<file path="config.mk">
export PLATFORM = sky130hd
export DESIGN_NAME = iod_clk_train_ctrl
export DESIGN_NICKNAME = d
export VERILOG_FILES = /design/src/rtl/iod_clk_train_ctrl.sv
export SDC_FILE = /design/constraint.sdc
export NUM_CORES = 1
export LEC_CHECK = 0
export BUFFER_PORTS_ARGS = -buffer_cell sky130_fd_sc_hd__buf_4
export CORE_UTILIZATION = 45
export DETAILED_ROUTE_END_ITERATION = 6
export GPL_ROUTABILITY_DRIVEN = 0
export SLEW_MARGIN = 0
export SYNTH_ARGS = -nofsm -noshare
export SYNTH_HDL_FRONTEND = slang
export SYNTH_SLANG_ARGS = --single-unit
export TNS_END_PERCENT = 50
</file>
<file path="constraint.sdc">
create_clock -name FAB_CLK -period 4.3 [get_ports FAB_CLK]
set_input_delay 0.43 -clock FAB_CLK [delete_from_list [all_inputs] [get_ports FAB_CLK]]
set_output_delay 0.43 -clock FAB_CLK [all_outputs]
set_load 0.03 [all_outputs]
</file>
<file path="src/rtl/iod_clk_train_ctrl.sv">
// HS_IO_CLK training sequencer: sweeps the PLL phase, scores IOD eye-monitor flags per step
// and re-centres on the longest clean run. Optional STEP_MAP output: IOD_CLK_TRAIN_STEP_MAP_EN.
module iod_clk_train_ctrl #(
  parameter int MAX_STEPS     = 16,
  parameter int SETTLE_CYCLES = 16,
  parameter int SAMPLE_CYCLES = 32
) (
  input  logic                 FAB_CLK,
  input  logic                 RX_SYNC_RST,
  input  logic                 TRAIN_START,
  input  logic                 PLL_LOCK,
  input  logic [2:0]           LANE_WIDTH_CFG,
  input  logic                 EYE_MONITOR_EARLY_0,
  input  logic                 EYE_MONITOR_LATE_0,
  output logic                 EYE_MONITOR_CLEAR_FLAGS_0,
  output logic [2:0]           EYE_MONITOR_LANE_WIDTH,
  output logic                 PHASE_MOVE,
  output logic                 PHASE_DIR,
  output logic                 BUSY,
  output logic                 TRAIN_DONE,
  output logic                 TRAIN_FAIL,
  output logic [6:0]           BEST_STEP
`ifdef IOD_CLK_TRAIN_STEP_MAP_EN
  ,
  output logic [MAX_STEPS-1:0] STEP_MAP
`endif
);

  localparam int SET_W = (SETTLE_CYCLES > 1) ? $clog2(SETTLE_CYCLES) : 1;
  localparam int SMP_W = (SAMPLE_CYCLES > 1) ? $clog2(SAMPLE_CYCLES) : 1;
  localparam int CNT_W = (SET_W > SMP_W) ? SET_W : SMP_W;
  localparam logic [CNT_W-1:0] SETTLE_LAST = CNT_W'(SETTLE_CYCLES - 1);
  localparam logic [CNT_W-1:0] SAMPLE_LAST = CNT_W'(SAMPLE_CYCLES - 1);
  localparam logic [6:0]       LAST_POS    = 7'(MAX_STEPS - 1);

  typedef enum logic [3:0] {
    IDLE, CLEAR, SETTLE, SAMPLE, EVAL, STEP, CENTER, CSETTLE, DONE, FAIL
  } state_t;

  state_t           state;
  logic [CNT_W-1:0] cnt;
  logic             dirty;
  logic [6:0]       pos, run_len, run_start, best_len, best_start, target;

  logic       last_step;
  logic [6:0] run_len_n, run_start_n, close_len, close_start;
  logic [6:0] best_len_n, best_start_n, target_n;

  // Run bookkeeping for the step being evaluated; a clean last step closes its run too.
  // NOTE: every variable gets a default at the top of the block so no latch is inferred.
  always_comb begin
    last_step    = (pos == LAST_POS);
    run_len_n    = 7'd0;
    run_start_n  = run_start;
    close_len    = run_len;
    close_start  = run_start;
    if (!dirty) begin
      run_len_n   = run_len + 7'd1;
      run_start_n = (run_len == 7'd0) ? pos : run_start;
      close_len   = last_step ? run_len_n : 7'd0;
      close_start = run_start_n;
    end
    best_len_n   = best_len;
    best_start_n = best_start;
    if (close_len > best_len) begin
      best_len_n   = close_len;
      best_start_n = close_start;
    end
    target_n = best_start_n + (best_len_n >> 1);
  end

  // NOTE: state and outputs use non-blocking assignments; the synchronous reset clears every register.
  always_ff @(posedge FAB_CLK) begin
    if (RX_SYNC_RST) begin
      state                     <= IDLE;
      cnt                       <= '0;
      dirty                     <= 1'b0;
      pos                       <= 7'd0;
      run_len                   <= 7'd0;
      run_start                 <= 7'd0;
      best_len                  <= 7'd0;
      best_start                <= 7'd0;
      target                    <= 7'd0;
      EYE_MONITOR_CLEAR_FLAGS_0 <= 1'b0;
      EYE_MONITOR_LANE_WIDTH    <= 3'b000;
      PHASE_MOVE                <= 1'b0;
      PHASE_DIR                 <= 1'b0;
      BUSY                      <= 1'b0;
      TRAIN_DONE                <= 1'b0;
      TRAIN_FAIL                <= 1'b0;
      BEST_STEP                 <= 7'd0;
`ifdef IOD_CLK_TRAIN_STEP_MAP_EN
      STEP_MAP                  <= '0;
`endif
    end else begin
      EYE_MONITOR_CLEAR_FLAGS_0 <= 1'b0;
      PHASE_MOVE                <= 1'b0;
      if (BUSY && !PLL_LOCK) begin
        // Lock loss wins over any pending move or completion.
        state      <= FAIL;
        BUSY       <= 1'b0;
        TRAIN_FAIL <= 1'b1;
        BEST_STEP  <= 7'd0;
      end else begin
        case (state)
          IDLE, DONE, FAIL: begin
            if (TRAIN_START && PLL_LOCK) begin
              state                     <= CLEAR;
              EYE_MONITOR_LANE_WIDTH    <= LANE_WIDTH_CFG;
              EYE_MONITOR_CLEAR_FLAGS_0 <= 1'b1;
              PHASE_DIR                 <= 1'b1;
              BUSY                      <= 1'b1;
              TRAIN_DONE                <= 1'b0;
              TRAIN_FAIL                <= 1'b0;
              BEST_STEP                 <= 7'd0;
              pos                       <= 7'd0;
              run_len                   <= 7'd0;
              run_start                 <= 7'd0;
              best_len                  <= 7'd0;
              best_start                <= 7'd0;
              target                    <= 7'd0;
`ifdef IOD_CLK_TRAIN_STEP_MAP_EN
              STEP_MAP                  <= '0;
`endif
            end
          end
          CLEAR: begin
            state <= SETTLE;
            cnt   <= '0;
            dirty <= 1'b0;
          end
          SETTLE: begin
            if (cnt == SETTLE_LAST) begin
              state <= SAMPLE;
              cnt   <= '0;
            end else begin
              cnt <= cnt + 1'b1;
            end
          end
          SAMPLE: begin
            dirty <= dirty | EYE_MONITOR_EARLY_0 | EYE_MONITOR_LATE_0;
            if (cnt == SAMPLE_LAST) state <= EVAL;
            else                    cnt   <= cnt + 1'b1;
          end
          EVAL: begin
            run_len    <= last_step ? 7'd0 : run_len_n;
            run_start  <= run_start_n;
            best_len   <= best_len_n;
            best_start <= best_start_n;
`ifdef IOD_CLK_TRAIN_STEP_MAP_EN
            if (dirty) STEP_MAP <= STEP_MAP | (MAX_STEPS'(1) << pos);
`endif
            if (!last_step) begin
              state <= STEP;
            end else if (best_len_n == 7'd0) begin
              state      <= FAIL;
              BUSY       <= 1'b0;
              TRAIN_FAIL <= 1'b1;
              BEST_STEP  <= 7'd0;
            end else begin
              state     <= CENTER;
              target    <= target_n;
              PHASE_DIR <= 1'b0;
            end
          end
          STEP: begin
            PHASE_MOVE                <= 1'b1;
            EYE_MONITOR_CLEAR_FLAGS_0 <= 1'b1;
            pos                       <= pos + 7'd1;
            state                     <= CLEAR;
          end
          CENTER: begin
            if (pos == target) begin
              state      <= DONE;
              BUSY       <= 1'b0;
              TRAIN_DONE <= 1'b1;
              BEST_STEP  <= target;
            end else begin
              PHASE_MOVE <= 1'b1;
              pos        <= pos - 7'd1;
              cnt        <= '0;
              state      <= CSETTLE;
            end
          end
          CSETTLE: begin
            if (cnt == SETTLE_LAST) state <= CENTER;
            else                    cnt   <= cnt + 1'b1;
          end
          default: state <= IDLE;
        endcase
      end
    end
  end

endmodule
</file>
======== Yosys cells after proc, flatten, opt, wreduce, memory -nomap -nowiden ========
Index checks and enable logic that the tools add are counted.
word-level totals
  input bits .............................. 9
  latch bits .............................. 0
  logic and storage cells ................. 139
  memories ................................ 0
  register bits after elaboration ......... 68
  RAM bits ................................ 0
  ROM bits ................................ 0
operators by class
  multiplexer cells ....................... 56
  multiply operators ...................... 0
  magnitude comparators ................... 1
  reductions and logical operators ........ 26
  shift operators ......................... 0
  divide/modulo/power cells ............... 0
  eq/ne operators ......................... 30
  bitwise logic cells ..................... 3
  add/subtract/negate cells ............... 5
operators with widths
  kind                   count
  $mux W7                15
  $pmux W7 S2            5
  $pmux W7 S3            2
  $mux W4                8
  $pmux W4 S8            1
  $pmux W5 S5            1
  $ne A2 B2 Y1 const B   11
  $mux W5                4
  $reduce_and A4 Y1      5
  $ne A3 B3 Y1 const B   6
  $eq A4 B3 Y1 const B   4
  $reduce_and A5 Y1      3
  $add A7 B1 Y7 const B  2
  $logic_not A7 Y1       2
  $mux W1                13
  $pmux W1 S2            6
  $reduce_bool A3 Y1     3
  $eq A4 B2 Y1 const B   2
  $eq A4 B4 Y1 const B   2
  $add A7 B6 Y7          1
  $eq A7 B4 Y1 const B   1
  $eq A7 B7 Y1           1
  $gt A7 B7 Y1           1
  $sub A7 B1 Y7 const B  1
  16 further kinds       21

======== Depth between registers and ports, before layout ========
Gate-level depths: netlist (run 1).
  depth in word-level cells ............... 10
  mapped depth ............................ 20

======== Worst setup path before layout (run 1) ========
No wires, ideal clock.
  path type ............................... flip-flop to flip-flop
  from .................................... register run_len[0]
  to ...................................... register target[4]
  arrival ................................. 4.330 ns
  setup time .............................. 0.070 ns
  data required time ...................... 4.230 ns
  path buffers ............................ 1
  slack ................................... -0.101 ns
  stages on the path, launching flop included .. 18
  cell sequence ........................... dfxtp_1 > ha_1 > nand3_1 > or3_1 > o211ai_2 > ha_1 > a21oi_1 > o21ai_1 > o22ai_1 > clkbuf_1 > mux2_2 > ha_1 > fa_1 > a21o_1 > a21oi_1 > xnor2_1 > or4_1 > a21oi_1
between the ends
  cells in the longest elaborated chain, start to end .. 9
  elaborated cells between the ends (all ways) .. 16
ends and longest elaborated chain
  element                   line  source
  start: declaration        43    logic [6:0] pos, run_len, run_start, best_len, best_start, target;
  start signal: assignment  146   run_len <= last_step ? 7'd0 : run_len_n;
  $add A7 B1 Y7             58    run_len_n = run_len + 7'd1;
  $mux W7                   60    close_len = last_step ? run_len_n : 7'd0;
  $mux W7                   57    if (!dirty) begin
  $gt A7 B7 Y1              65    if (close_len > best_len) begin
  $mux W7                   65
  $add A7 B6 Y7             69    target_n = best_start_n + (best_len_n >> 1);
  $mux W7                   155   end else if (best_len_n == 7'd0) begin
  $mux W7                   153   if (!last_step) begin
  $pmux W7 S2               105   case (state)
  end signal: assignment    162   target <= target_n;
  end: declaration          43
Several ways; a longest one is shown, not always the timed one. The select of a mux whose other input is x is not followed.
A chain may end at the register's enable or synchronous reset.

======== Worst setup path in the final report (run 1) ========
  from .................................... register pos[4]
  to ...................................... register target[4]
between the ends
  cells in the longest elaborated chain, start to end .. 9
  elaborated cells between the ends (all ways) .. 16
ends and longest elaborated chain
  element                   line  source
  start: declaration        43
  start signal: assignment  169   pos <= pos + 7'd1;
  start signal: assignment  180   pos <= pos - 7'd1;
  $eq A7 B4 Y1              52    last_step = (pos == LAST_POS);
  $mux W7                   60
  $mux W7                   57
  $gt A7 B7 Y1              65
  $mux W7                   65
  $add A7 B6 Y7             69
  $mux W7                   155
  $mux W7                   153
  $pmux W7 S2               105
Several ways; a longest one is shown, not always the timed one. The select of a mux whose other input is x is not followed.

==> results_dict.tcl, run 1 <==
set metrics [dict create \
    status "complete, no violations" \
    grt_max_degree 55 \
    vias_per_cell 5.83 \
    comb_power_share_pct 29.1 \
    fin_util_pct 55.1 \
    cap_viol_max_count 0 \
    core_um2 8890 \
    skew_ns 0.0176 \
    rr_worst_depth 16 \
    dpl_worst_slack_ns -0.0758 \
    cp.arrival_ns 4.44 \
    syn_area_um2 4200 \
    rr_endpoint "target[4]" \
    r2r_start "pos[4]" \
    power_switching_mw 0.681 \
    vias 3893 \
    cts.sinks 68 \
    wirelength_um 11200 \
    setup_ws_ns 0.153 \
    synth_cell_types 63 \
    layoutNonFillerInstCount 668 \
    yosysWarnings 0 \
    worstPathCellList "or4b_4 -> nor3_1 -> o21ai_1 -> o31ai_2 -> ha_1 -> a21oi_1 -> o21ai_2 -> o22ai_4 -> buf_4 -> mux2_2 -> fa_2 -> a21o_1 -> a21oi_2 -> xnor2_1 -> or4_1 -> a21oi_1" \
    antenna_found_initial 0 \
    clk_root_buffer_cell "clkbuf_8" \
    post-route-period-util_pct 96.4 \
    reg2reg_slack_ns 0.15 \
    required_ns 4.59 \
    drive_gt1_share_pct 17.3 \
    dieArea_um2 9730 \
    hold_class "in -> reg" \
    worstHoldPathCells 3 \
    hold_viol 0 \
    grt_overflow 0 \
    path_delay_family "compound AO/OA/AOI/OAI gates" \
    topRoutingLayerUsed "met4" \
    portBuffers 24 \
    end_kind "register" \
    power.density_nw_per_um2 375 \
    drv_slew 0 \
    grt_usage_pct 23.8 \
    ys_ff_latch 68 \
    synth_ff_type "dfxtp_1" \
    min_to "EYE_MONITOR_LANE_WIDTH[0]" \
    max_stage_delay_ns 0.58 \
    die_w_um 98.6 \
    p_seq_share_pct 38.3 \
    cpMaxStageDelayCell "or4b_4" \
    path_common_cell "a21oi_1" \
    place_inst 651 \
    min-delay-start "LANE_WIDTH_CFG[0]" \
    routedWlPerCell_um 16.7 \
    final_common_cell "dfxtp_1" \
    hold_buffers 0 \
    diodes 0 \
    hpwl_um 8210 \
    max-slew-margin-rel_pct 21.5 \
    seq_area_frac_synth_pct 32.4 \
    grt_pass1_vias 3579 \
    p_clk_share_pct 32.6 \
    syn_avg_cell_area_um2 8.06 \
    dr_wl_met3_um 629 \
    worstSkewPairLatency_ns 0.36 \
    synthArstFlopShare_pct 0 \
    worst_pin_slew_ns 1.17 \
    wl_met1_um 5350 \
    synth_edf_count 0 \
    crit_fanout 4 \
    grt_pass1_wl_um 18200 \
    max_freq_mhz 241 \
    cts_max_level 3 \
    initial_utilization_pct 47.3 \
    synth_fp_nets 556 \
    crit_type "reg -> reg" \
    drt_iter0_drc 210 \
    ir_worst_vdd_mv 0.184 \
    route.met2.wl_um 5080 \
    power.leakage_nw 1.98 \
    drcViolationCount 0 \
    ios 25 \
    area_growth_pct 16.6 \
    placementRows 34 \
    power.internal_mw 1.16 \
    cts_max_path_buffers 2 \
    mostFrequentLayoutCells "66 x dfxtp_1, 63 x nor2_1, 46 x nand2_1, 46 x buf_4, 38 x a21oi_1" \
    finalCriticalPeriod_ns 4.15 \
    synth_cells 521 \
    nets 590 \
    cts_buffers 9 \
    startpoint_type "register" \
    antenna_left 0 \
    crit_buf_inv 1 \
    die_y_um 98.6 \
    swShare_pct 37.1 \
    setup_viol 0 \
    cts_tree "built" \
    path_clk_slew_ns 0.08 \
    detail_route.first_pass.iterations 5 \
]
synth_stat cells (2+ instances only):
master	number	share of area, %
nand2b_1	3	0.45
o22ai_1	3	0.45
nor2b_1	6	0.89
o41ai_2	2	0.77
o211a_1	2	0.48
and4_1	2	0.42
o211ai_1	4	0.71
a32o_1	4	0.95
o31ai_1	4	0.71
o21a_1	2	0.36
nor4_1	2	0.30
dfxtp_1	68	32
a22oi_1	24	4.3
nand3b_1	3	0.54
xor2_1	10	2.1
nand3_1	21	2.5
nor3_1	15	1.8
xnor2_1	8	1.7
o21bai_1	5	0.89
nand2_1	46	4.1
a21oi_1	41	4.9
nand4_1	4	0.60
a31oi_1	4	0.60
inv_1	17	1.5
nor2_1	63	5.6
mux2i_1	16	3.8
clkbuf_1	21	1.9
buf_2	4	0.48
a21o_1	7	1.3
and2_1	3	0.45
inv_2	2	0.18
or3_1	4	0.60
o21ai_1	13	1.5
and3_1	6	0.89
mux2_1	4	1.1
or4_1	4	0.71
fa_1	2	0.95
a22o_1	2	0.42
a2111oi_0	2	0.42
mux2_2	4	1.1
ha_1	24	7.1
o21ai_0	19	2.3
state kept, by name, summed over array words and instances, names as in the netlist, 4 cells and up:
signal / flops
BEST_STEP: 7
best_len: 7
best_start: 7
pos: 7
run_len: 7
run_start: 7
target: 7
cnt: 5
state: 4
layout make-up:
class	instances	area, µm²
fill	840	3990
multi-input combinational	408	2730
sequential	68	1360
timing repair buffer	48	368
tap	108	135
clock buffer	9	124
clock inverter	7	97.6
inverter	20	75.1
power groups by stage:
stage	logic, mW	registers (mW)	clock network, mW
finish	0.535	0.703	0.599
global route	0.582	0.708	0.639
CTS	0.528	0.702	0.610
detailed placement	0.527	0.717	0
global placement	0.524	0.716	0
floorplan	0.385	0.712	0
timing repair:
item	4_1_cts	5_1_grt
endpoints found under the setup margin	2	4
resized for setup	3	19
setup buffers	0	1
pin swaps	0	3
through the flow:
| step | instance area (µm²) | power (mW) | TNS (ns) | hold WS, ns |
|---|---|---|---|---|
| 2_1_floorplan | 4210 | 1.10 | 0 | 0.459 |
| 3_3_place_gp | 4590 | 1.24 | 0 | 0.443 |
| 3_5_place_dp | 4590 | 1.24 | -0.114 | 0.451 |
| 4_1_cts | 4830 | 1.84 | 0 | 0.320 |
| 5_1_grt | 4900 | 1.93 | -0.00384 | 0.327 |
| 6_report | 4900 | 1.84 | 0 | 0.330 |
logic make-up (layout without fill, tap and decap cells):
| family | count (synthesis) | count (layout) | share of synthesized area [%] |
|---|---|---|---|
| compound gates | 149 | 149 | 23.6 |
| xor+xnor | 18 | 18 | 3.75 |
| fa+ha+maj | 26 | 26 | 8.10 |
| buf+inv | 45 | 84 | 4.14 |
| flops | 68 | 68 | 32.4 |
| mux | 25 | 25 | 6.31 |
| simple gates | 190 | 190 | 21.7 |
routing by layer:
metal,GRT usage [%],vias to the layer above
met5,0,-
li1,-,1957
met4,6.31,0
met2,37.1,99
met3,5.39,10
met1,33.1,1827
worst reg2reg max path: cells and delay by family, from the launching register on:
family	cells	cell delay [ns]
buffers and inverters	1	0.17
flip-flops	1	0.36
adder cells (fa/ha/maj)	2	0.69
multiplexers	1	0.37
AO/OA/AOI/OAI	8	1.22
XOR/XNOR	1	0.08
AND/OR/NAND/NOR	3	1.18
worst max path at each step:
stage,startpoint,end,depth (start not counted)
after CTS,pos[4],target[4],16
after global placement,pos[4],target[4],16
final,pos[4],target[4],16
after floorplan,run_len[0],target[4],17
after global routing,pos[4],target[4],16
after detailed placement,pos[4],target[4],15
No activity file was read; power rests on OpenSTA's default activity.
==> run 2, diff against run 1 <==
--- a/config.mk
+++ b/config.mk
@@ -6,6 +6,9 @@
 export NUM_CORES = 1
 export LEC_CHECK = 0
 export BUFFER_PORTS_ARGS = -buffer_cell sky130_fd_sc_hd__buf_4
+export CAP_MARGIN = 10
+export CORE_ASPECT_RATIO = 0.7
+export CORE_MARGIN = 2
 export CORE_UTILIZATION = 45
 export DETAILED_ROUTE_END_ITERATION = 6
 export GPL_ROUTABILITY_DRIVEN = 0
==> results_dict.tcl, run 2 (synthesis results as in run 1) <==
set metrics [dict create \
    status "complete, no violations" \
    hpwl_um 8880 \
    cts_max_level 3 \
    post-route-period-util_pct 96.4 \
    path_clk_slew_ns 0.06 \
    worst_pin_slew_ns 1.14 \
    vias 4124 \
    die_y_um 84.8 \
    routedWlPerCell_um 17.9 \
    placementRows 29 \
    ir_worst_vdd_mv 0.228 \
    nets 599 \
    cp.arrival_ns 4.42 \
    antenna_left 0 \
    max_freq_mhz 241 \
    drt_iter0_drc 493 \
    worstSkewPairLatency_ns 0.34 \
    power.density_nw_per_um2 406 \
    core_um2 9070 \
    layoutNonFillerInstCount 693 \
    mostFrequentLayoutCells "68 x dfxtp_1, 63 x nor2_1, 55 x buf_4" \
    grt_usage_pct 24.5 \
    grt_max_degree 55 \
    dieArea_um2 10100 \
    grt_pass1_wl_um 19400 \
    cap_viol_max_count 0 \
    hold_viol 0 \
    place_inst 671 \
    ios 25 \
    cts_max_path_buffers 2 \
    design_area_um2 5080 \
    power.leakage_nw 2.06 \
    clk_root_buffer_cell "clkbuf_16" \
    grt_overflow 0 \
    max-slew-margin-rel_pct 23.8 \
    place_area_um2 4640 \
    area_growth_pct 20.8 \
    grt_pass1_vias 3721 \
    crit_fanout 5 \
    crit_type "reg -> reg" \
    die_w_um 119 \
    drcViolationCount 0 \
    final_common_cell "dfxtp_1" \
    detail_route.first_pass.iterations 5 \
    required_ns 4.57 \
    fillCellCount 879 \
    rsz0062_at_grt "no" \
    wirelength_um 12400 \
    setup_viol 0 \
    startpoint_type "register" \
    drive_gt1_share_pct 18.6 \
    cts_buffers 9 \
    skew_ns 0.00719 \
    antenna_found_initial 0 \
    cts_tree "built" \
    portBuffers 24 \
    diodes 0 \
    finalCriticalPeriod_ns 4.14 \
    setup_ws_ns 0.157 \
    hold_class "in -> reg" \
    dpl_worst_slack_ns -0.0288 \
    initial_utilization_pct 46.3 \
    tns_ns 0 \
    vias_per_cell 5.95 \
    drv_slew 0 \
    cts.sinks 68 \
    end_kind "register" \
]
==> run 2: worst max-delay path, stage by stage (launching register included) <==
cell and delay, ns:
dfxtp_1 0.34, nor4b_2 0.32, nand3_1 0.25, o31ai_1 0.47, ha_1 0.32, nand4_1 0.15, a21oi_2 0.07, o22ai_4 0.22
buf_6 0.16, mux2_2 0.37, fa_2 0.41, a21o_1 0.18, a21oi_2 0.17, xnor2_1 0.07, or4_1 0.42, a21oi_2 0.14
==> run 2: repair_timing <==
item / CTS / global route
setup buffers: 0 / 5
endpoints found under the setup margin: 2 / 4
gates cloned: 0 / 1
resized for setup: 1 / 21
pin swaps: 0 / 5
hold buffers: 0 / 0
==> run 2: worst paths after layout <==
| check | start | end | slack, ns | depth (start not counted) |
|---|---|---|---|---|
| setup / recovery | pos[4] | target[4] | 0.16 | 15 |
| hold / removal | LANE_WIDTH_CFG[2] | EYE_MONITOR_LANE_WIDTH[2] | 0.34 | 3 |
| setup reg to reg | pos[4] | target[4] | 0.16 | 15 |
| hold reg to reg | EYE_MONITOR_LANE_WIDTH[1] | EYE_MONITOR_LANE_WIDTH[1] | 0.46 | 2 |
==> run 2: metrics by stage <==
stage,util (%),total power [mW],hold slack (ns)
after floorplan,-,1.10,0.459
after global placement,51.2,1.26,0.443
after detailed placement,51.2,1.26,0.451
after CTS,54.7,2.06,0.338
after global routing,56.0,2.15,0.343
final,56.0,2.06,0.341
==> run 2: layout make-up <==
class | count | area, µm² | share of cell area, %
Clock buffer | 10 | 229 | 4.51
Clock inverter | 6 | 88.8 | 1.75
Inverter | 20 | 75.1 | 1.48
Multi-Input combinational cell | 408 | 2740 | 53.9
Sequential cell | 68 | 1360 | 26.8
Tap cell | 124 | 155 | 3.06
Timing Repair Buffer | 57 | 429 | 8.45
==> run 2: where the power goes <==
| group | total [mW] | internal, mW | switching, mW |
|---|---|---|---|
| sequential | 0.689 | 0.658 | 0.0313 |
| clock | 0.797 | 0.508 | 0.290 |
| combinational | 0.577 | 0.179 | 0.398 |
| total | 2.06 | 1.34 | 0.719 |
==> run 2: routing by layer <==
| layer | part of all wire, % | vias to the layer above | track usage (%) |
|---|---|---|---|
| li1 | - | 1987 | - |
| met1 | 48 | 1975 | 35.0 |
| met2 | 44 | 146 | 37.7 |
| met3 | 6.3 | 16 | 5.11 |
| met4 | 1.1 | 0 | 6.84 |
| met5 | 0 | - | 0 |
